**src/rtl/rv32_fetch_aligner_if.sv**
```systemverilog
`default_nettype none
// ============================================================================
// Module      : rv32_fetch_aligner_if
// Description : Handshake bundle between the fetch unit, the instruction
//               aligner and the decoder.
//               Fetch side : in_valid / in_ready / in_data
//               Decode side: out_valid / out_ready / out_instr / out_pc /
//                            out_is_compressed
//               Redirect   : flush / flush_pc
//               Modport slave is the aligner's view of the bundle; modport
//               master is the view of the surrounding fetch/decode logic.
// Revision    : 1.0 - initial release
// ============================================================================
interface rv32_fetch_aligner_if;
  logic        flush;
  logic [31:0] flush_pc;
  logic        in_valid;
  logic        in_ready;
  logic [31:0] in_data;
  logic        out_valid;
  logic        out_ready;
  logic [31:0] out_instr;
  logic [31:0] out_pc;
  logic        out_is_compressed;

  modport slave (
    input  flush, flush_pc, in_valid, in_data, out_ready,
    output in_ready, out_valid, out_instr, out_pc, out_is_compressed
  );

  modport master (
    output flush, flush_pc, in_valid, in_data, out_ready,
    input  in_ready, out_valid, out_instr, out_pc, out_is_compressed
  );
endinterface
`default_nettype wire

```
**src/rtl/rv32_fetch_aligner.sv**
```systemverilog
`default_nettype none
// ============================================================================
// Module      : rv32_fetch_aligner
// Description : RV32IC instruction-stream aligner. Takes sequential 32-bit
//               fetch words and hands the decoder one aligned instruction
//               (16-bit compressed or 32-bit) per handshake, with its PC.
//               Ports:
//                 clk   - system clock, rising edge
//                 rst_n - asynchronous active-low reset
//                 bus   - rv32_fetch_aligner_if.slave (fetch input, decode
//                         output and redirect signals)
// Revision    : 1.0 - initial release
// ============================================================================
module rv32_fetch_aligner #(
  parameter logic [31:0] RESET_PC = 32'h0000_0000
) (
  input  logic                   clk,
  input  logic                   rst_n,
  rv32_fetch_aligner_if.slave    bus
);

  // Halfword queue, head at index 0; r_pc is the address of the head.
  logic [15:0] r_hw [0:2];
  logic [1:0]  r_count;
  logic [31:0] r_pc;
  // Set when the next fetch word's low halfword precedes the target PC.
  logic        r_skip_low;

  logic        w_head_c;
  logic        w_out_valid;
  logic        w_in_ready;
  logic        w_out_fire;
  logic        w_in_fire;
  logic [1:0]  w_pop;
  logic [1:0]  w_rem;
  logic [1:0]  w_add;
  logic [15:0] w_shift  [0:2];
  logic [15:0] w_hw_nxt [0:2];
  logic [1:0]  w_count_nxt;
  logic [31:0] w_pc_nxt;
  logic [31:0] w_flush_pc;

  // Everything the decoder and fetch unit see depends on registers only.
  assign w_head_c    = (r_hw[0][1:0] != 2'b11);
  assign w_out_valid = ((r_count != 2'd0) && w_head_c) || (r_count >= 2'd2);
  assign w_in_ready  = (r_count <= 2'd1);
  assign w_out_fire  = w_out_valid && bus.out_ready;
  assign w_in_fire   = w_in_ready && bus.in_valid;
  assign w_flush_pc  = bus.flush_pc & ~32'h1;

  assign bus.in_ready          = w_in_ready;
  assign bus.out_valid         = w_out_valid;
  assign bus.out_pc            = r_pc;
  assign bus.out_is_compressed = (r_count != 2'd0) && w_head_c;
  assign bus.out_instr         = w_head_c ? {16'h0000, r_hw[0]} : {r_hw[1], r_hw[0]};

  always_comb begin
    w_pop = 2'd0;
    if (w_out_fire) begin
      w_pop = w_head_c ? 2'd1 : 2'd2;
    end

    // Pop first: shift the queue down by the consumed halfwords.
    w_shift[0] = r_hw[0];
    w_shift[1] = r_hw[1];
    w_shift[2] = r_hw[2];
    case (w_pop)
      2'd1: begin
        w_shift[0] = r_hw[1];
        w_shift[1] = r_hw[2];
        w_shift[2] = 16'h0000;
      end
      2'd2: begin
        w_shift[0] = r_hw[2];
        w_shift[1] = 16'h0000;
        w_shift[2] = 16'h0000;
      end
      default: ;
    endcase
    w_rem = r_count - w_pop;

    // Then append behind the remaining entries. in_ready guarantees at most
    // one entry remains, so two new halfwords always fit.
    w_hw_nxt[0] = w_shift[0];
    w_hw_nxt[1] = w_shift[1];
    w_hw_nxt[2] = w_shift[2];
    w_add       = 2'd0;
    if (w_in_fire) begin
      if (r_skip_low) begin
        w_add = 2'd1;
        if (w_rem == 2'd0) begin
          w_hw_nxt[0] = bus.in_data[31:16];
        end else begin
          w_hw_nxt[1] = bus.in_data[31:16];
        end
      end else begin
        w_add = 2'd2;
        if (w_rem == 2'd0) begin
          w_hw_nxt[0] = bus.in_data[15:0];
          w_hw_nxt[1] = bus.in_data[31:16];
        end else begin
          w_hw_nxt[1] = bus.in_data[15:0];
          w_hw_nxt[2] = bus.in_data[31:16];
        end
      end
    end
    w_count_nxt = w_rem + w_add;

    // pop of 1 halfword advances by 2 bytes, pop of 2 by 4 bytes.
    w_pc_nxt = r_pc + {29'd0, w_pop, 1'b0};
  end

  always_ff @(posedge clk or negedge rst_n) begin
    if (!rst_n) begin
      r_hw[0]    <= 16'h0000;
      r_hw[1]    <= 16'h0000;
      r_hw[2]    <= 16'h0000;
      r_count    <= 2'd0;
      r_pc       <= RESET_PC;
      r_skip_low <= RESET_PC[1];
    end else if (bus.flush) begin
      // Redirect wins over both handshakes in the same cycle.
      r_hw[0]    <= 16'h0000;
      r_hw[1]    <= 16'h0000;
      r_hw[2]    <= 16'h0000;
      r_count    <= 2'd0;
      r_pc       <= w_flush_pc;
      r_skip_low <= w_flush_pc[1];
    end else begin
      r_hw[0]    <= w_hw_nxt[0];
      r_hw[1]    <= w_hw_nxt[1];
      r_hw[2]    <= w_hw_nxt[2];
      r_count    <= w_count_nxt;
      r_pc       <= w_pc_nxt;
      if (w_in_fire) begin
        r_skip_low <= 1'b0;
      end
    end
  end

endmodule
`default_nettype wire
```
**src/flat_wrapper.sv**
```systemverilog
// flat-port wrapper written by rule: the top's interface ports become plain ports
module rv32_fetch_aligner_flat 
#(
  parameter logic [31:0] RESET_PC = 32'h0000_0000
)
  (clk, rst_n, bus_flush, bus_flush_pc, bus_in_valid, bus_in_data, bus_out_ready, bus_in_ready, bus_out_valid, bus_out_instr, bus_out_pc, bus_out_is_compressed);
  rv32_fetch_aligner_if bus_i ();
  input  logic clk;
  input  logic rst_n;
  input wire logic [$bits(bus_i.flush)-1:0] bus_flush;
  input wire logic [$bits(bus_i.flush_pc)-1:0] bus_flush_pc;
  input wire logic [$bits(bus_i.in_valid)-1:0] bus_in_valid;
  input wire logic [$bits(bus_i.in_data)-1:0] bus_in_data;
  input wire logic [$bits(bus_i.out_ready)-1:0] bus_out_ready;
  output wire logic [$bits(bus_i.in_ready)-1:0] bus_in_ready;
  output wire logic [$bits(bus_i.out_valid)-1:0] bus_out_valid;
  output wire logic [$bits(bus_i.out_instr)-1:0] bus_out_instr;
  output wire logic [$bits(bus_i.out_pc)-1:0] bus_out_pc;
  output wire logic [$bits(bus_i.out_is_compressed)-1:0] bus_out_is_compressed;
  assign bus_i.flush = bus_flush;
  assign bus_i.flush_pc = bus_flush_pc;
  assign bus_i.in_valid = bus_in_valid;
  assign bus_i.in_data = bus_in_data;
  assign bus_i.out_ready = bus_out_ready;
  assign bus_in_ready = bus_i.in_ready;
  assign bus_out_valid = bus_i.out_valid;
  assign bus_out_instr = bus_i.out_instr;
  assign bus_out_pc = bus_i.out_pc;
  assign bus_out_is_compressed = bus_i.out_is_compressed;
  rv32_fetch_aligner #(.RESET_PC(RESET_PC)) u_core (.clk(clk), .rst_n(rst_n), .bus(bus_i));
endmodule
```
**config.mk**
```make
export PLATFORM = sky130hd
export DESIGN_NAME = rv32_fetch_aligner_flat
export DESIGN_NICKNAME = d
export VERILOG_FILES = /design/src/rtl/rv32_fetch_aligner_if.sv /design/src/rtl/rv32_fetch_aligner.sv /design/src/flat_wrapper.sv
export SDC_FILE = /design/constraint.sdc
export NUM_CORES = 1
export LEC_CHECK = 0
export ABC_CLOCK_PERIOD_IN_PS = 3500
export CAP_MARGIN = 30
export CORE_ASPECT_RATIO = 0.8
export CORE_MARGIN = 2
export CORE_UTILIZATION = 38
export CTS_CLUSTER_DIAMETER = 120
export DETAILED_ROUTE_END_ITERATION = 12
export GPL_TIMING_DRIVEN = 0
export MAX_ROUTING_LAYER = met4
export PLACE_DENSITY = 0.64
export SYNTH_ARGS = -nofsm -noshare
export SYNTH_HDL_FRONTEND = slang
export SYNTH_SLANG_ARGS = --single-unit
```
**constraint.sdc**
```tcl
create_clock -name clk -period 3.5 [get_ports clk]
set_input_delay 0.7 -clock clk [delete_from_list [all_inputs] [get_ports clk]]
set_output_delay 0.7 -clock clk [all_outputs]
set_load 0.02 [all_outputs]
```
==> impl_metrics.csv, run 1 <==
group,metric,value,unit
critical_path,end_kind,"flop",
critical_path,critical_path_peak_fanout,11,
place,io_buffers,131,
yosys,synth_top_area_frac,0.419,
sta,fin_crit,3.27,ns
floorplanning,std_cell_rows,37,
yosys,ys_seq_area_frac,0.419,
global_route,grt_pass1_vias,5079,
layout,final_util,0.532,
sta,hold_violations,0,
yosys,post-synth-top-count-cell,"dfrtp_1",
sta,rsz0062_at_grt,"no",
global_route,antenna_found_initial,0,
clock_network,ctsHoldBuffers,0,
global_route,grt_first_pass_wirelength,27.4,mm
yosys,synthTopCellsByCount,"82 x dfrtp_1, 72 x nor2_1, 42 x nand2_1",
layout,diodes,0,
pwr,p_per_area,666,nW/um2
global_route,grt_max_degree,64,
floorplanning,die_height,106,um
yosys,synth_edf_count,0,
global_route,grt_use_total,0.264,
place,placed_cell_area,6460,um2
critical_path,cp.required,3.76,ns
clock_network,clk_pin_slew_worst_paths,0.06,ns
yosys,ys.warnings.count,0,
yosys,syn-num-nets,635,
sta,skew,0.0122,ns
critical_path,cp.arrival,3.53,ns
clock_network,clockBufferDepth,2,
yosys,async_flop_share,1.00,
sta,tns,0,ns
sta,drv_slew,0,
floorplanning,initial_core_util,0.385,
yosys,netlist_area,4900,um2
clock_network,cts_root_buf,"clkbuf_16",
detailed_routing,drt_iter0_markers,444,
sta,setup_viol,0,
critical_path,critical_path_class,"flop to flop",
layout,fin_area,6770,um2
detailed_routing,drc,0,
detailed_routing,first_pass_iters,5,
yosys,synth_cell_types,48,
detailed_routing,routedWlPerCell,19.9,um
clock_network,cts_tree,"done",
layout,finish.net_count,773,
clock_network,cts_buffers,9,
yosys,synthTopCellsByArea,"dfrtp_1 42%, nor2_1 5.5%, nand4_1 4.9%",
place,gp_congestion,0.919,
detailed_routing,vias,5135,
place,hpwl,12.6,mm
sta,maxSlewHeadroom,0.385,
status,status,"finished, final reports clean",
yosys,avgSynthCellArea,8.73,um2
floorplanning,dieArea,13800,um2
pwr,peakVddDrop,0.000297,V
sta,finalCritPeriodShare,0.933,
clock_network,clk_latency,0.35,ns
clock_network,htree_levels,3,
yosys,syn_inst,561,
sta,worst_slew_pin_slew,0.915,ns
floorplanning,die_x,131,um
critical_path,worstSetupStartpointType,"flop",
detailed_routing,wirelength,17.5,mm
floorplanning,coreArea,12700,um2
layout,area_growth,38.2,%
yosys,ys_ff_latch,82,
pwr,p_leak,2.75,nW
global_route,grt-ovfl-total,0,
floorplanning,io_pins,136,
yosys,ys.flop_type,"dfrtp_1",
min_path,hold_class,"input pin to async pin",
detailed_routing,vias_per_cell,5.85,
yosys,yosysTopAreaCell,"dfrtp_1",
detailed_routing,ant_nets,0,
sta,max_freq,0.306,GHz
layout,drive_gt1_frac,0.0825,
run,cap_violations,0,
clock_network,clock_sinks,82,
==> timing repair <==
item                       4_1_cts  5_1_grt
buffers inserted                 0        0
gates resized for setup          8        7
setup endpoints to repair       62       35
==> state kept, by name, summed over array words and instances, names as in the netlist <==
register / count
u_core.r_count: 2
u_core.r_hw: 48
u_core.r_skip_low: 1
u_core.bus.out_pc: 31
==> cell type report <==
type	count	area, um2
buffer	60	302
clock buffer	9	225
clock inverter	6	66.3
fill	1154	5960
inverter	14	52.6
multi-input combinational	400	2510
sequential	82	2050
tap	175	219
timing repair buffer	132	1340
==> worst max-delay path: stages (launching register included) <==
cell and delay (ns):
dfrtp_1 0.50, a2bb2oi_2 0.27, nand2_2 0.19, inv_2 0.19
buf_6 0.19, ha_1 0.21, fa_2 0.27, nand3_2 0.14
or4_1 0.41, buf_1 0.21, or4_1 0.42, a31oi_1 0.18
==> per-layer routing <==
layer / vias up / part of all wire / track usage
li1: 2370 / - / -
met1: 2495 / 0.45 / 0.371
met2: 240 / 0.46 / 0.378
met3: 30 / 0.082 / 0.0619
met4: 0 / 0.016 / 0.0798
met5: - / 0 / -
==> power breakdown <==
| part | leakage (nW) | internal [W] | switching, W |
|---|---|---|---|
| Combinational | 1.57 | 0.000883 | 0.00124 |
| Sequential | 1.04 | 0.00118 | 0.000242 |
| Clock | 0.134 | 0.000550 | 0.000414 |
==> metrics by stage <==
step                worst slack [ns]  power (W)  hold slack, ns  instances
floorplan                      0.175    0.00264           0.404        561
global placement               -1.38    0.00346           0.538        867
detailed placement            -0.631    0.00349           0.545        868
CTS                           0.0754    0.00447           0.251        881
global route                  0.0317    0.00474           0.257        878
finish                         0.233    0.00451           0.247        878
==> cells in the final DEF, fill, tap and decap left out, types with 4 or more instances in the layout <==
| master | instances |
|---|---|
| a221oi_1 | 14 |
| a22oi_1 | 16 |
| a31oi_1 | 16 |
| and3_1 | 18 |
| and4_1 | 4 |
| buf_1 | 6 |
| buf_2 | 4 |
| buf_4 | 18 |
| clkbuf_1 | 32 |
| clkbuf_16 | 9 |
| clkdlybuf4s50_1 | 130 |
| dfrtp_1 | 80 |
| ha_1 | 4 |
| inv_1 | 12 |
| mux2i_1 | 16 |
| nand2_1 | 41 |
| nand3_1 | 12 |
| nand4_1 | 38 |
| nor2_1 | 71 |
| nor3_1 | 17 |
| nor4_1 | 4 |
| o211ai_1 | 4 |
| o21ai_0 | 16 |
| o22ai_1 | 16 |
| o31ai_1 | 12 |
| o32ai_1 | 16 |
| or4_1 | 17 |
| xnor2_1 | 11 |
==> final timing paths <==
check	start	end	slack, ns	depth (start not counted)
max	u_core.r_count[1]	u_core.bus.out_pc[21]	0.23	11
min	rst_n	u_core.r_hw[0]	0.25	1
max reg2reg	u_core.r_count[1]	u_core.bus.out_pc[21]	0.23	11
min reg2reg	u_core.r_hw[8]	u_core.r_hw[8]	0.57	2
max in group asynchronous	rst_n	u_core.bus.out_pc[14]	2.64	2
min in group clk	u_core.r_hw[8]	u_core.r_hw[8]	0.57	2
==> cells by family (layout without fill, tap and decap cells) <==
| kind of cell | count (synthesis) | count (layout) | synth area share |
|---|---|---|---|
| flip-flops | 82 | 82 | 0.419 |
| AND/OR/NAND/NOR | 241 | 241 | 0.251 |
| other | 1 | 1 | 0.000766 |
| buffers and inverters | 79 | 221 | 0.0746 |
| adder cells (fa/ha/maj) | 5 | 5 | 0.0143 |
| XOR/XNOR | 14 | 14 | 0.0278 |
| multiplexers | 17 | 17 | 0.0350 |
| AO/OA/AOI/OAI | 122 | 122 | 0.178 |
Power figures use the tool's default switching activity.
==> run 2, diff against run 1 <==
==> constraint.sdc (replaced) <==
create_clock -name clk -period 3.5 [get_ports clk]
set_input_delay 0.7 -clock clk [delete_from_list [all_inputs] [get_ports clk]]
set_output_delay 0.7 -clock clk [all_outputs]
set_load 0.005 [all_outputs]
==> run 2 against run 1 <==
Against the previous run:
- core utilization decreased by 0.23 points
- non-clock buffer count unchanged
- sequential share of layout area increased by 0.15 points
- critical endpoint is now u_core.bus.out_pc[31]
- clock-buffer cell count increased by 4
- largest cell class unchanged
==> impl_metrics.csv, run 2 (synthesis gave the netlist of run 1 again) <==
group,metric,value,unit
detailed_routing,routedWlPerCell,19.7,um
pwr,p_per_area,629,nW/um2
global_route,grt_first_pass_wirelength,27.2,mm
critical_path,rr_worst_depth,11,
sta,skew,0.00602,ns
min_path,hold_class,"input pin to async pin",
global_route,grt-ovfl-total,0,
detailed_routing,wl_met3,1.70,mm
sta,max_freq,0.299,GHz
critical_path,cp.arrival,3.59,ns
place,hpwl,12.7,mm
pwr,pwr-share-seq,0.333,
critical_path,critical_path_class,"flop to flop",
sta,fin_crit,3.34,ns
critical_path,startpoint,"u_core.r_hw[33]",
place,gp_congestion,0.955,
pwr,power_frac_clock,0.209,
detailed_routing,ant_nets,0,
critical_path,cp.required,3.75,ns
pwr,p_leak,2.75,nW
detailed_routing,top_layer_used,"met4",
layout,final_util,0.530,
detailed_routing,drc,0,
pwr,pwr-share-comb,0.458,
pwr,peakVddDrop,0.000314,V
run,cap_violations,0,
layout,largest_reg_flops,48,
floorplanning,io_pins,136,
clock_network,htree_levels,3,
clock_network,clk_latency,0.34,ns
layout,filler_cell_count,1170,
place,io_buffers,131,
clock_network,cts_buffers,9,
layout,drive_gt1_frac,0.0797,
pwr,switching_share,0.392,
critical_path,r2r-start,"u_core.r_hw[33]",
critical_path,worst_r2r_endpoint,"u_core.bus.out_pc[31]",
clock_network,ctsHoldBuffers,0,
floorplanning,die_x,131,um
critical_path,reg2reg_slack,0.16,ns
detailed_routing,wirelength,17.3,mm
detailed_routing,vias_per_cell,5.86,
sta,maxSlewHeadroom,0.355,
critical_path,end_kind,"flop",
clock_network,clk_pin_slew_worst_paths,0.06,ns
clock_network,cts_root_buf,"clkbuf_16",
sta,setup_viol,0,
floorplanning,std_cell_rows,37,
sta,finalCritPeriodShare,0.955,
layout,regMostFlops,"u_core.r_hw",
sta,worst_slew_pin_slew,0.960,ns
critical_path,cp-endpoint,"u_core.bus.out_pc[31]",
clock_network,post-cts-setup-buffers,0,
detailed_routing,drt-met1-wl,7.77,mm
sta,rsz0062_at_grt,"no",
clock_network,clock_sinks,82,
global_route,grt_pass1_vias,4940,
floorplanning,die_height,106,um
layout,area_growth,37.7,%
floorplanning,coreArea,12700,um2
sta,holdWs,0.361,ns
global_route,grt_max_degree,43,
critical_path,critical_path_peak_fanout,11,
detailed_routing,dr_wl_met2,7.52,mm
sta,drv_slew,0,
clock_network,cts_tree,"done",
critical_path,worstSetupStartpointType,"flop",
sta,tns,0,ns
pwr,internal_power,0.00258,W
layout,final_cell_mix,"130 x clkdlybuf4s50_1, 79 x dfrtp_1, 71 x nor2_1",
floorplanning,initial_core_util,0.385,
status,status,"finished, final reports clean",
clock_network,clockBufferDepth,2,
global_route,grt_use_total,0.262,
sta,hold_violations,0,
detailed_routing,drt_iter0_markers,494,
layout,finish.net_count,773,
detailed_routing,first_pass_iters,5,
layout,layout_commonest_cell,"clkdlybuf4s50_1",
detailed_routing,vias,5143,
global_route,antenna_found_initial,0,
floorplanning,dieArea,13800,um2
pwr,p_sw,0.00166,W
layout,diodes,0,
run 2: cell types whose count changed in the layout (fill, tap and decap cells not counted), sizes merged:
cell,before,now
bufinv,1,0
buf,30,29
clkinvlp,3,1
inv,15,14
clkbuf,41,46
run 2: worst min-delay path by stage:
| stage | from | end | slack [ns] | cells past startpoint |
|---|---|---|---|---|
| 6_report | rst_n | u_core.bus.out_pc[10] | 0.36 | 1 |
| 3_5_place_dp | u_core.r_hw[11] | u_core.r_hw[11] | 0.54 | 2 |
| 5_1_grt | rst_n | u_core.bus.out_pc[10] | 0.41 | 1 |
| 4_1_cts | rst_n | u_core.bus.out_pc[8] | 0.38 | 1 |
| 3_3_place_gp | u_core.r_hw[11] | u_core.r_hw[11] | 0.54 | 2 |
| 2_1_floorplan | rst_n | u_core.bus.out_pc[10] | 0.40 | 0 |
run 2: metrics by stage:
step | worst slack [ns] | instances | total power [W] | area [um2]
floorplan | 0.187 | 561 | 0.00245 | 4900
global placement | -1.33 | 867 | 0.00325 | 6430
detailed placement | -0.688 | 868 | 0.00327 | 6440
CTS | 0.0601 | 880 | 0.00418 | 6730
global route | 0.0107 | 878 | 0.00449 | 6740
finish | 0.159 | 878 | 0.00424 | 6740
run 2: repair_timing:
item / CTS / global route
gates resized for setup: 8 / 7
hold endpoints to repair: 0 / 0
endpoints found under the setup margin: 65 / 30
pin swaps: 0 / 0
run 2: cell type report:
class	count	area, um2	area share
plain buffers	60	302	0.0447
well taps	175	219	0.0325
inverters	14	52.6	0.00780
clock inverters	2	12.5	0.00186
multi-input cells	400	2510	0.372
repair buffers	132	1330	0.197
flip-flops and latches	82	2060	0.305
clock buffers	13	260	0.0386
run 2: routing by layer:
layer  global-route usage  vias to the layer above
li1                     -                     2371
met1                0.392                     2466
met2                0.352                      282
met3               0.0584                       24
met4               0.0783                        0
met5                    -                        -
run 2: critical path, cell delays in order (launching register included):
cell	delay, ns
dfrtp_2	0.49
a2bb2oi_4	0.23
nand2_2	0.19
inv_2	0.18
buf_6	0.20
ha_1	0.21
fa_2	0.26
nand3_1	0.17
or3_1	0.41
clkbuf_1	0.22
or4_1	0.50
a31oi_1	0.20
run 2: power by group through the flow:
stage	logic, W	clock network (W)	registers, W
3_5_place_dp	0.00189	0	0.00138
4_1_cts	0.00188	0.000900	0.00140
2_1_floorplan	0.00112	0	0.00133
6_report	0.00194	0.000886	0.00141
3_3_place_gp	0.00188	0	0.00137
5_1_grt	0.00211	0.000937	0.00145
